--- src/rtl/bp_cfg_stream_loader.sv ---
// bp_cfg_stream_loader
// Post-reset configuration sequencer for a BlackParrot processor instance.
// For every core it issues freeze, core id, (microcode), coherence mode and
// unfreeze writes as a valid/ready stream, tracking acknowledge credits.
// Optional feature macro: BP_CFG_LOADER_UCODE_EN (microcode load phase).
module bp_cfg_stream_loader #(
    parameter int num_core_p        = 1,
    parameter int cce_pc_width_p    = 8,
    parameter int cce_instr_width_p = 48,
    parameter int cfg_data_width_p  = 64,
    parameter int max_credits_p     = 16,
    parameter int coh_mode_p        = 1,
    localparam int core_width_lp    = (num_core_p > 1) ? $clog2(num_core_p) : 1,
    localparam int credit_width_lp  = $clog2(max_credits_p + 1)
) (
    input  logic                         clk_i,
    input  logic                         reset_i,
    output logic [cce_pc_width_p-1:0]    ucode_addr_o,
    input  logic [cce_instr_width_p-1:0] ucode_data_i,
    output logic                         cmd_v_o,
    input  logic                         cmd_ready_i,
    output logic [core_width_lp-1:0]     cmd_core_o,
    output logic [15:0]                  cmd_reg_o,
    output logic [cfg_data_width_p-1:0]  cmd_data_o,
    input  logic                         resp_v_i,
    output logic                         resp_yumi_o,
    output logic                         done_o,
    output logic                         error_o
);

    localparam logic [core_width_lp-1:0]   last_core   = core_width_lp'(num_core_p - 1);
    localparam logic [credit_width_lp-1:0] credit_max  = credit_width_lp'(max_credits_p);
    localparam logic [credit_width_lp-1:0] credit_one  = credit_width_lp'(1);
    localparam logic [15:0] reg_freeze     = 16'h0001;
    localparam logic [15:0] reg_core_id    = 16'h0002;
    localparam logic [15:0] reg_coh_mode   = 16'h0003;
    localparam logic [15:0] reg_ucode_base = 16'h8000;

`ifdef BP_CFG_LOADER_UCODE_EN
    localparam logic [cfg_data_width_p-1:0] mode_data = cfg_data_width_p'(coh_mode_p);
    localparam logic [cce_pc_width_p-1:0]   pc_last   = '1;
`else
    // Without microcode the CCEs cannot run coherent, so mode is uncached.
    localparam logic [cfg_data_width_p-1:0] mode_data = '0;
    localparam int unused_coh_mode = coh_mode_p;
`endif

    typedef enum logic [3:0] {
        S_RESET,
        S_FREEZE,
        S_CORE_ID,
`ifdef BP_CFG_LOADER_UCODE_EN
        S_UCODE_FETCH,
        S_UCODE_SEND,
`endif
        S_MODE,
        S_DRAIN,
        S_UNFREEZE,
        S_FINAL_DRAIN,
        S_DONE
    } state_e;

    state_e                       state;
    logic [core_width_lp-1:0]     core;
    logic [core_width_lp-1:0]     core_inc;
    logic                         cmd_pend;
    logic [cfg_data_width_p-1:0]  data_q;
    logic [credit_width_lp-1:0]   credits;
    logic [credit_width_lp-1:0]   credits_next;
    logic                         accept;
    logic                         spurious;

`ifdef BP_CFG_LOADER_UCODE_EN
    logic [cce_pc_width_p-1:0]    pc;
    logic [cce_pc_width_p-1:0]    pc_inc;
    logic                         send_first;
`endif

    // Valid is held back whenever every credit is in use; ready never feeds it.
    assign cmd_v_o     = cmd_pend & (credits != credit_max);
    assign resp_yumi_o = resp_v_i;

`ifdef BP_CFG_LOADER_UCODE_EN
    // First SEND cycle forwards the ROM word directly so a microcode write
    // costs only fetch + send; later stall cycles use the captured copy.
    assign cmd_data_o = send_first ? cfg_data_width_p'(ucode_data_i) : data_q;
`else
    assign cmd_data_o   = data_q;
    assign ucode_addr_o = '0;
    logic unused_ucode_data;
    assign unused_ucode_data = ^ucode_data_i;
`endif

    // Handshake decode, index increments and next credit count.
    always_comb begin
        accept       = cmd_v_o & cmd_ready_i;
        spurious     = resp_v_i & (credits == '0);
        core_inc     = core + core_width_lp'(1);
`ifdef BP_CFG_LOADER_UCODE_EN
        pc_inc       = pc + cce_pc_width_p'(1);
`endif
        credits_next = credits;
        if (spurious) begin
            // An ack with nothing outstanding is dropped; a same-cycle accept still counts.
            credits_next = accept ? credit_one : '0;
        end else if (accept && !resp_v_i) begin
            credits_next = credits + credit_one;
        end else if (!accept && resp_v_i) begin
            credits_next = credits - credit_one;
        end
    end

    // Outstanding-write credit counter and sticky protocol error flag.
    always_ff @(posedge clk_i or posedge reset_i) begin
        if (reset_i) begin
            credits <= '0;
            error_o <= 1'b0;
        end else begin
            credits <= credits_next;
            if (spurious) begin
                error_o <= 1'b1;
            end
        end
    end

    // Sequencer: walks cores per phase and holds the pending write payload.
    always_ff @(posedge clk_i or posedge reset_i) begin
        if (reset_i) begin
            state      <= S_RESET;
            core       <= '0;
            cmd_pend   <= 1'b0;
            cmd_core_o <= '0;
            cmd_reg_o  <= '0;
            data_q     <= '0;
            done_o     <= 1'b0;
`ifdef BP_CFG_LOADER_UCODE_EN
            pc           <= '0;
            ucode_addr_o <= '0;
            send_first   <= 1'b0;
`endif
        end else begin
            case (state)
                S_RESET: begin
                    state      <= S_FREEZE;
                    core       <= '0;
                    cmd_pend   <= 1'b1;
                    cmd_core_o <= '0;
                    cmd_reg_o  <= reg_freeze;
                    data_q     <= cfg_data_width_p'(1);
                end
                S_FREEZE: begin
                    if (accept) begin
                        if (core == last_core) begin
                            state      <= S_CORE_ID;
                            core       <= '0;
                            cmd_core_o <= '0;
                            cmd_reg_o  <= reg_core_id;
                            data_q     <= '0;
                        end else begin
                            core       <= core_inc;
                            cmd_core_o <= core_inc;
                        end
                    end
                end
                S_CORE_ID: begin
                    if (accept) begin
                        if (core == last_core) begin
                            core <= '0;
`ifdef BP_CFG_LOADER_UCODE_EN
                            state        <= S_UCODE_FETCH;
                            cmd_pend     <= 1'b0;
                            pc           <= '0;
                            ucode_addr_o <= '0;
`else
                            state      <= S_MODE;
                            cmd_core_o <= '0;
                            cmd_reg_o  <= reg_coh_mode;
                            data_q     <= mode_data;
`endif
                        end else begin
                            core       <= core_inc;
                            cmd_core_o <= core_inc;
                            data_q     <= cfg_data_width_p'(core_inc);
                        end
                    end
                end
`ifdef BP_CFG_LOADER_UCODE_EN
                S_UCODE_FETCH: begin
                    state      <= S_UCODE_SEND;
                    send_first <= 1'b1;
                    cmd_pend   <= 1'b1;
                    cmd_core_o <= core;
                    cmd_reg_o  <= reg_ucode_base | 16'(pc);
                end
                S_UCODE_SEND: begin
                    send_first <= 1'b0;
                    if (send_first) begin
                        data_q <= cfg_data_width_p'(ucode_data_i);
                    end
                    if (accept) begin
                        cmd_pend <= 1'b0;
                        if (pc == pc_last) begin
                            if (core == last_core) begin
                                state      <= S_MODE;
                                core       <= '0;
                                cmd_pend   <= 1'b1;
                                cmd_core_o <= '0;
                                cmd_reg_o  <= reg_coh_mode;
                                data_q     <= mode_data;
                            end else begin
                                state        <= S_UCODE_FETCH;
                                core         <= core_inc;
                                pc           <= '0;
                                ucode_addr_o <= '0;
                            end
                        end else begin
                            state        <= S_UCODE_FETCH;
                            pc           <= pc_inc;
                            ucode_addr_o <= pc_inc;
                        end
                    end
                end
`endif
                S_MODE: begin
                    if (accept) begin
                        if (core == last_core) begin
                            state    <= S_DRAIN;
                            cmd_pend <= 1'b0;
                        end else begin
                            core       <= core_inc;
                            cmd_core_o <= core_inc;
                        end
                    end
                end
                S_DRAIN: begin
                    // No core is released until every earlier write is acknowledged.
                    if (credits == '0) begin
                        state      <= S_UNFREEZE;
                        core       <= '0;
                        cmd_pend   <= 1'b1;
                        cmd_core_o <= '0;
                        cmd_reg_o  <= reg_freeze;
                        data_q     <= '0;
                    end
                end
                S_UNFREEZE: begin
                    if (accept) begin
                        if (core == last_core) begin
                            state    <= S_FINAL_DRAIN;
                            cmd_pend <= 1'b0;
                        end else begin
                            core       <= core_inc;
                            cmd_core_o <= core_inc;
                        end
                    end
                end
                S_FINAL_DRAIN: begin
                    if (credits == '0) begin
                        state  <= S_DONE;
                        done_o <= 1'b1;
                    end
                end
                S_DONE: begin
                    state <= S_DONE;
                end
                default: begin
                    state <= S_RESET;
                end
            endcase
        end
    end

endmodule

--- config.mk ---
export PLATFORM = sky130hd
export DESIGN_NAME = bp_cfg_stream_loader
export DESIGN_NICKNAME = d
export VERILOG_FILES = /design/src/rtl/bp_cfg_stream_loader.sv
export SDC_FILE = /design/constraint.sdc
export NUM_CORES = 1
export LEC_CHECK = 0
export ABC_CLOCK_PERIOD_IN_PS = 3100
export BUFFER_PORTS_ARGS = -buffer_cell sky130_fd_sc_hd__buf_2
export CAP_MARGIN = 10
export CORE_MARGIN = 4
export CORE_UTILIZATION = 37
export CTS_CLUSTER_DIAMETER = 80
export CTS_CLUSTER_SIZE = 10
export DETAILED_ROUTE_END_ITERATION = 16
export GPL_TIMING_DRIVEN = 0
export PLACE_DENSITY = 0.88
export SLEW_MARGIN = 40
export SYNTH_ARGS = -nofsm -noshare
export SYNTH_HDL_FRONTEND = slang
export SYNTH_SLANG_ARGS = --single-unit
--- constraint.sdc ---
create_clock -name clk_i -period 3.1 [get_ports clk_i]
set_clock_uncertainty 0.15 [all_clocks]
set_input_delay 0.31 -clock clk_i [delete_from_list [all_inputs] [get_ports clk_i]]
set_output_delay 0.31 -clock clk_i [all_outputs]
set_load 0.05 [all_outputs]
* Word level (Yosys, flattened, before mapping)
Cells that the tools add are included.
** Operators by class
- Add/sub/neg operators :: 3
- Bitwise gates (word level) :: 3
- Multiplexer cells :: 38
- Eq/ne operators :: 23
- Reductions and logical operators :: 21
** Operators with widths (number)
- 2-to-1 mux 64 bit :: 4
- one-hot mux 64 bit (4 select lines) :: 1
- 2-to-1 mux 16 bit :: 5
- one-hot mux 16 bit (4 select lines) :: 1
- 2-to-1 mux 4 bit :: 10
- one-hot mux 4 bit (8 select lines) :: 1
- inequality test 2 bit (second input constant) :: 11
- == test 4 x 3 -> 1 bit (second input constant) :: 4
- 2-to-1 mux 5 bit :: 3
- 2-to-1 mux 1 bit :: 10
- AND reduction 10 bit :: 1
- AND reduction 5 bit :: 2
- nonzero test 3 bit :: 3
- == test 4 x 2 -> 1 bit (second input constant) :: 2
- inequality test 2 x 1 -> 1 bit (second input constant) :: 4
- nonzero test 4 bit :: 2
- one-hot mux 1 bit (3 select lines) :: 2
- AND reduction 6 bit :: 1
- adder 5 x 1 -> 5 bit (second input constant) :: 1
- zero test 5 bit :: 1
- inequality test 5 bit (second input constant) :: 1
- subtractor 5 x 1 -> 5 bit (second input constant) :: 1
- == test 4 x 1 -> 1 bit (second input constant) :: 1
- zero test 4 bit :: 1
- 10 further kinds :: 15
** Storage, ports and cells
- Word-level logic and storage cells :: 97
- Bits in registers :: 94

* Depth between registers and ports, before layout
Gate-level depths: netlist of the first run.
- Depth after elaboration :: 8
- Depth in mapped cells :: 8

* Worst setup path before layout of the first run
Ideal clock, no wire load.
- Path kind :: register -> register
- Start point :: register credits[2]
- End point :: register credits[4]
- Library setup time :: 151 ps
- Data required time :: 2799 ps
- Period minus slack after synthesis :: 2663 ps
- Setup slack :: 437 ps
- Arrival time :: 2362 ps
- Stages on the path, launching flop included :: 9
- Path buffers :: 1
- Path through :: dfrtp_1 or4_1 buf_4 o211ai_2 ha_1 a21o_1 a211o_1 o221ai_1 o311ai_0
** Between the ends
- Longest elaborated chain between the ends :: 6
- Elaborated cells between the ends (all ways) :: 14
- Those cells by class :: 2 x add/sub; 1 x eq/ne; 3 x mux; 3 x bitwise; 5 x reduce/logical
** RTL lines
- start: declaration :: RTL line 68 : logic [credit_width_lp-1:0] credits;
- start signal: assignment :: RTL line 119 : credits <= credits_next;
- parallel branches: the longest is 6 deep, another holds subtractor 5 x 1 -> 5 bit
Parallel ways; which one is timed is not known. The select of a mux whose other input is x is not followed.
A chain may end at the register's enable or synchronous reset.

* Worst setup path in the final report of the first run
- Start point :: register credits[1]
- End point :: register credits[4]
Same word-level chain as after synthesis.

==> results.toml, run 1 <==
[status]
status = "complete, no violations"

[drt]
wl_met2_um = 1540
vias = 1179
wirelength_um = 2880
drc = 0
dr.first_iter.drc_count = 59
routedLengthMet1_um = 1060
dr.pass1.iters = 2
dr_wl_met3_um = 234
postRouteAntennaNets = 0
detail_route.wl_per_cell_um = 8.89
top_layer_used = "met4"
vias_per_cell = 3.64

[clocking]
clk_pin_slew_worst_paths_ps = 60
tritoncts.num_buffers = 3
ctsRootBufferMaster = "clkbuf_8"
cts.path.max_buffers = 2
clock_latency_ps = 250
cts_sinks = 15
postCtsSetupBuffers = 0
cts_max_level = 1
cts_tree = "done"
cts_resized = 0

[yosys]
synth-seq-cells = 15
post_synth_num_cell_types = 40
synth-async-reset-ratio_pct = 100
ys_warn_count = 0
synthTopCellsByArea = "buf_4 42%, dfrtp_1 24%, ha_1 3.2%, a21oi_1 2.6%, inv_1 1.7%"
syn_inst = 174
avgSynthCellArea_um2 = 8.94
synth_area_um2 = 1560
synth_flop_cell = "dfrtp_1"
synth_top_cell_by_area = "buf_4"
synth_edf_count = 0
yosysSeqAreaShare_pct = 24.1
synth.top_cell.area_share_pct = 42.0

[timing]
final-hold-violation-count = 0
setup_violations = 0
holdWs_ps = 218
fin_crit_ps = 2860
fin_crit_sh_pct = 92.2
worstMarginPinSlew_ps = 575
fmax_mhz = 350
slew-limit-headroom_pct = 61.6
fin_setup_tns_ps = 0
worst_slack_ps = 241
slew_violations = 0
rsz0062_at_grt = "false"

[pwr]
switchingPower_uw = 315
p_comb_share_pct = 48.0
ir_drop_uv = 134
switching_share_pct = 46.3
pwr-share-seq_pct = 28.8
total_power_uw = 680
p_int_uw = 365
leakage_nw = 1.24
power_density_nw_per_um2 = 333
pwr-share-clk_pct = 23.2

[critical_path]
path_class = "reg -> reg"
end_kind = "register"
crit_path_top_delay_cell = "or4_1"
cp_max_fo = 8
critPathRequiredTime_ps = 3060
cp_cell_sequence = "or4_1, buf_4, o211ai_2, ha_1, a21o_1, a211o_1, o221ai_1, o311ai_0"
critPathMaxStageDelay_ps = 510
crit_buf_inv = 1
arrival_ps = 2820
cp-start-kind = "register"
cp_top_family = "compound AO/OA/AOI/OAI gates"

[cells_and_area]
fin_cells = 324
nets = 332
final_core_util_pct = 50.7
num_antenna_cells = 0
finalInstanceArea_um2 = 2040
layout-drive-gt1-share_pct = 39.1
syn_to_final_growth_pct = 31.4
fillers = 375

[placed_design]
io_buffers = 11
place.gp.congestion = 0.800
dp_hpwl_um = 2480
place_inst = 319
pre_cts_slack_ps = 240
place_area_um2 = 1990

[global_routing]
grt_pass1_wl_um = 4380
grt_pass1_vias = 1008
grt_overflow_total = 0
grt_usage_pct = 10.3
grt_max_degree = 16
antenna_found_initial = 0

[floorplan]
die_h_um = 72.8
start_util_pct = 38.6
fp-row-count = 23
core_area_um2 = 4030
io_pins = 145
die_w_um = 72.8
die-area_um2 = 5300

[min_path]
hp-class = "in -> reg"

[run]
drv_cap = 0
layout make-up:
type / instances / area, um^2 / area share, %
inverter: 7 / 26.3 / 1.29
sequential: 15 / 375 / 18.4
tap: 50 / 62.6 / 3.06
timing repair buffer: 12 / 65.1 / 3.18
clock buffer: 4 / 45.0 / 2.20
buffer: 91 / 668 / 32.7
multi-input combinational: 145 / 801 / 39.2
cells in the mapped netlist (2+ instances only):
cell	n
o21ai_1	2
o31ai_1	2
xor2_1	2
clkbuf_1	4
dfrtp_1	15
inv_1	7
a21oi_1	8
a22o_1	3
buf_4	87
a31oi_1	2
o211ai_1	2
a21o_1	3
ha_1	4
o311ai_0	2
xnor2_1	2
nand2_1	2
o21ai_0	4
registers in the layout (all words and copies together), names as in the netlist:
name / count
error_o: 1
cmd_data_o: 1
state: 3
cmd_core_o: 1
cmd_pend: 1
credits: 5
cmd_reg_o: 2
done_o: 1
cell families after synthesis:
group                    share of synthesized area [%]
other                                            0.241
multiplexers                                     0.644
XOR/XNOR                                          2.25
buffers and inverters                             44.7
flip-flops                                        24.1
AND/OR/NAND/NOR                                   3.78
adder cells (fa/ha/maj)                           5.15
AO/OA/AOI/OAI                                     19.1
power groups by stage:
stage | combinational (mW) | clock [mW] | sequential [mW]
floorplan | 0.315 | 0 | 0.199
global placement | 0.320 | 0 | 0.199
detailed placement | 0.320 | 0 | 0.199
CTS | 0.321 | 0.161 | 0.196
global route | 0.341 | 0.171 | 0.196
finish | 0.326 | 0.158 | 0.196
per-layer routing:
layer / up-vias / GRT usage (%)
met5: - / 0
met4: 0 / 4.51
met3: 5 / 2.75
met2: 47 / 19.2
met1: 506 / 10.7
li1: 621 / -
placed cells by master (no fill, tap or decap), types with 2 or more instances in the layout:
| cell type | n |
|---|---|
| o311ai_0 | 2 |
| a21o_1 | 3 |
| xor2_1 | 2 |
| clkbuf_8 | 3 |
| buf_2 | 11 |
| o211ai_1 | 2 |
| conb_1 | 85 |
| ha_1 | 4 |
| a21oi_1 | 8 |
| o21ai_1 | 2 |
| clkbuf_1 | 5 |
| nand2_1 | 2 |
| dfrtp_1 | 15 |
| xnor2_1 | 2 |
| o21ai_0 | 4 |
| o31ai_1 | 2 |
| a22o_1 | 3 |
| inv_1 | 7 |
| buf_4 | 87 |
| a31oi_1 | 2 |
what timing repair did:
item,in CTS,in global routing
hold endpoints to repair,15,0
hold buffers,1,0
endpoints found under the setup margin,0,0
path summary, 6_finish.rpt:
path | start | end | slack, ps | depth (start not counted)
setup / recovery | credits[1] | credits[4] | 240 | 8
hold / removal | resp_v_i | error_o | 220 | 2
setup reg to reg | credits[1] | credits[4] | 240 | 8
hold reg to reg | error_o | error_o | 300 | 1
max in group asynchronous | reset_i | credits[0] | 1900 | 3
min in group asynchronous | reset_i | credits[4] | 520 | 3
No activity file was read; power rests on OpenSTA's default activity.
==> run 2, diff against run 1 <==
--- a/config.mk
+++ b/config.mk
@@ -5,11 +5,12 @@
 export SDC_FILE = /design/constraint.sdc
 export NUM_CORES = 1
 export LEC_CHECK = 0
+export ABC_AREA = 1
 export ABC_CLOCK_PERIOD_IN_PS = 3100
 export BUFFER_PORTS_ARGS = -buffer_cell sky130_fd_sc_hd__buf_2
 export CAP_MARGIN = 10
 export CORE_MARGIN = 4
-export CORE_UTILIZATION = 37
+export CORE_UTILIZATION = 38
 export CTS_CLUSTER_DIAMETER = 80
 export CTS_CLUSTER_SIZE = 10
 export DETAILED_ROUTE_END_ITERATION = 16
==> results.toml, run 2 <==
[yosys]
synth_edf_count = 0
synth-simple-area-share_pct = 26.3
synth_common_cells = "86 x buf_4, 38 x nand2_1, 15 x dfrtp_1"
syn_inst = 206
avgSynthCellArea_um2 = 7.95
synth_flop_cell = "dfrtp_1"
synth_top_cell_by_area = "buf_4"
synth_top_family_by_area = "buffers and inverters"
synth_area_um2 = 1640
yosysSeqAreaShare_pct = 22.9
synthTopCellsByArea = "buf_4 39%, dfrtp_1 23%, nand2_1 8.7%, ha_1 3.1%, nor2_4 2.8%"
synth_compound_area_share_pct = 2.83
synth.most_common_cell = "buf_4"
synth.top_cell.area_share_pct = 39.4
synthAdderAreaFrac_pct = 4.28
synth-seq-cells = 15
synth_mux_area_share_pct = 0
synth_xor_area_share_pct = 1.07
post_synth_num_cell_types = 27
ys_warn_count = 0
synth-async-reset-ratio_pct = 100

[cells_and_area]
num_antenna_cells = 0
layout-drive-gt1-share_pct = 39.9
largest_reg_flops = 5
layout_commonest_cell = "buf_4"
fillers = 393
top_register = "credits"
nets = 364
final_cell_mix = "86 x buf_4, 85 x conb_1, 38 x nand2_1, 15 x dfrtp_1"
reg_top3 = "credits x5, state x3, cmd_reg_o x2"
syn_to_final_growth_pct = 29.8
final_core_util_pct = 52.0

[critical_path]
critPathMostFrequentCell = "nand2_1"
crit_path_top_delay_cell = "fa_1"
crit_buf_inv = 1
ff2ff_path_depth = 12
cp_top_family = "simple AND/OR/NAND/NOR gates"
cp_max_fo = 8
cp-startpoint = "credits[0]"
r2r_slack_ps = 910
critPathRequiredTime_ps = 3090
critPathMaxStageDelay_ps = 520
worstSetupPathDepth = 12
end_kind = "register"
arrival_ps = 2170
cp_cell_sequence = "nor2_4, nand3_4, nand4_2, fa_1, nand3_1, nand3_1, nand2_1, inv_1, nand2_1, nand2_1, nand2_1, nand2_1"
crit_end = "credits[4]"
cp-start-kind = "register"
rr_endpoint = "credits[4]"
path_class = "reg -> reg"
r2r-start = "credits[0]"

[floorplan]
fp-row-count = 23
core_area_um2 = 4090
io_pins = 145
start_util_pct = 40.1
die-area_um2 = 5420
die_h_um = 73.7
die_w_um = 73.7

[timing]
fin_crit_sh_pct = 70.5
worstMarginPinSlew_ps = 598
rsz0062_at_grt = "false"
fin_crit_ps = 2190
fin_setup_tns_ps = 0
slew_violations = 0
final-hold-violation-count = 0
slew-limit-headroom_pct = 60.1
setup_violations = 0
fmax_mhz = 458

[drt]
dr.first_iter.drc_count = 35
vias_per_cell = 3.44
postRouteAntennaNets = 0
wirelength_um = 2840
vias = 1223
dr.pass1.iters = 4
drc = 0
detail_route.wl_per_cell_um = 7.98

[pwr]
leakage_nw = 1.34
ir_drop_uv = 419
power_density_nw_per_um2 = 703

[status]
status = "complete, no violations"

[clocking]
clk_pin_slew_worst_paths_ps = 60
cts_max_level = 1
ctsRootBufferMaster = "clkbuf_8"
clock_latency_ps = 240
postCtsSetupBuffers = 0
cts_sinks = 15
tritoncts.num_buffers = 3
cts_tree = "done"
cts.path.max_buffers = 2

[global_routing]
grt_pass1_wl_um = 4510
antenna_found_initial = 0
grt_pass1_vias = 1074
grt_max_degree = 16
grt_usage_pct = 10.4
grt_overflow_total = 0

[placed_design]
place.gp.congestion = 0.861
io_buffers = 11
dp_hpwl_um = 2530

[run]
drv_cap = 0

[min_path]
hp-class = "in -> reg"
-- run 2: worst min-delay path by stage --
stage | from | end | slack (ps) | depth (start not counted)
after CTS | cmd_ready_i | cmd_reg_o[1] | 210 | 3
after detailed placement | reset_i | error_o | 260 | 2
after global routing | cmd_ready_i | cmd_reg_o[1] | 220 | 3
after global placement | reset_i | error_o | 250 | 2
after floorplan | reset_i | cmd_core_o | 60 | 1
final | cmd_ready_i | cmd_reg_o[1] | 210 | 3
-- run 2: cell families (layout without fill, tap and decap cells) --
| logic type | count (synthesis) | after routing |
|---|---|---|
| buffers and inverters | 99 | 115 |
| adder cells (fa/ha/maj) | 5 | 5 |
| XOR/XNOR | 2 | 2 |
| other | 1 | 85 |
| AND/OR/NAND/NOR | 76 | 76 |
| flip-flops | 15 | 15 |
| AO/OA/AOI/OAI | 8 | 8 |
-- run 2: final cells by class --
class / instances / area [um^2] / area share [%]
sequential: 15 / 375 / 17.7
buffer: 86 / 646 / 30.4
timing repair buffer: 12 / 65.1 / 3.06
tap: 50 / 62.6 / 2.94
inverter: 13 / 48.8 / 2.30
multi-input combinational: 176 / 883 / 41.6
clock buffer: 4 / 45.0 / 2.12
-- run 2: stage by stage --
| stage | std cells | instance area [um^2] | power [mW] | hold slack [ps] | worst slack [ps] |
|---|---|---|---|---|---|
| 4_1_cts | 356 | 2130 | 1.50 | 211 | 902 |
| 5_1_grt | 356 | 2130 | 1.62 | 224 | 699 |
| 3_5_place_dp | 351 | 2070 | 1.33 | 258 | 903 |
| 3_3_place_gp | 351 | 2070 | 1.30 | 250 | 972 |
| 6_report | 356 | 2130 | 1.49 | 212 | 914 |
| 2_1_floorplan | 290 | 1950 | 1.20 | 61.5 | 1120 |
-- run 2: what timing repair did --
item | in CTS | in global routing
endpoints found under the hold margin | 15 | 0
hold buffers | 1 | 0
setup endpoints to repair | 0 | 0
gates resized for setup | 0 | 0
-- run 2: where the power goes --
group | total [mW] | switching [mW] | internal [mW]
sequential | 0.364 | 0.0957 | 0.268
combinational | 0.973 | 0.662 | 0.311
clock | 0.157 | 0.0662 | 0.0909
total | 1.49 | 0.824 | 0.670
-- run 2: per-layer routing --
layer / vias to the layer above / global-route usage, % / wire length (um)
li1: 672 / - / -
met2: 56 / 18.1 / 1450
met5: - / 0 / 0
met1: 493 / 12.1 / 1090
met3: 2 / 3.15 / 269
met4: 0 / 3.62 / 29
-- run 2: worst register-to-register path: stages (launching register included) --
cell and delay, ps:
dfrtp_1 470, nor2_4 70, nand3_4 90, nand4_2 250
fa_1 520, nand3_1 130, nand3_1 80, nand2_1 90
inv_1 40, nand2_1 50, nand2_1 50, nand2_1 60
nand2_1 40
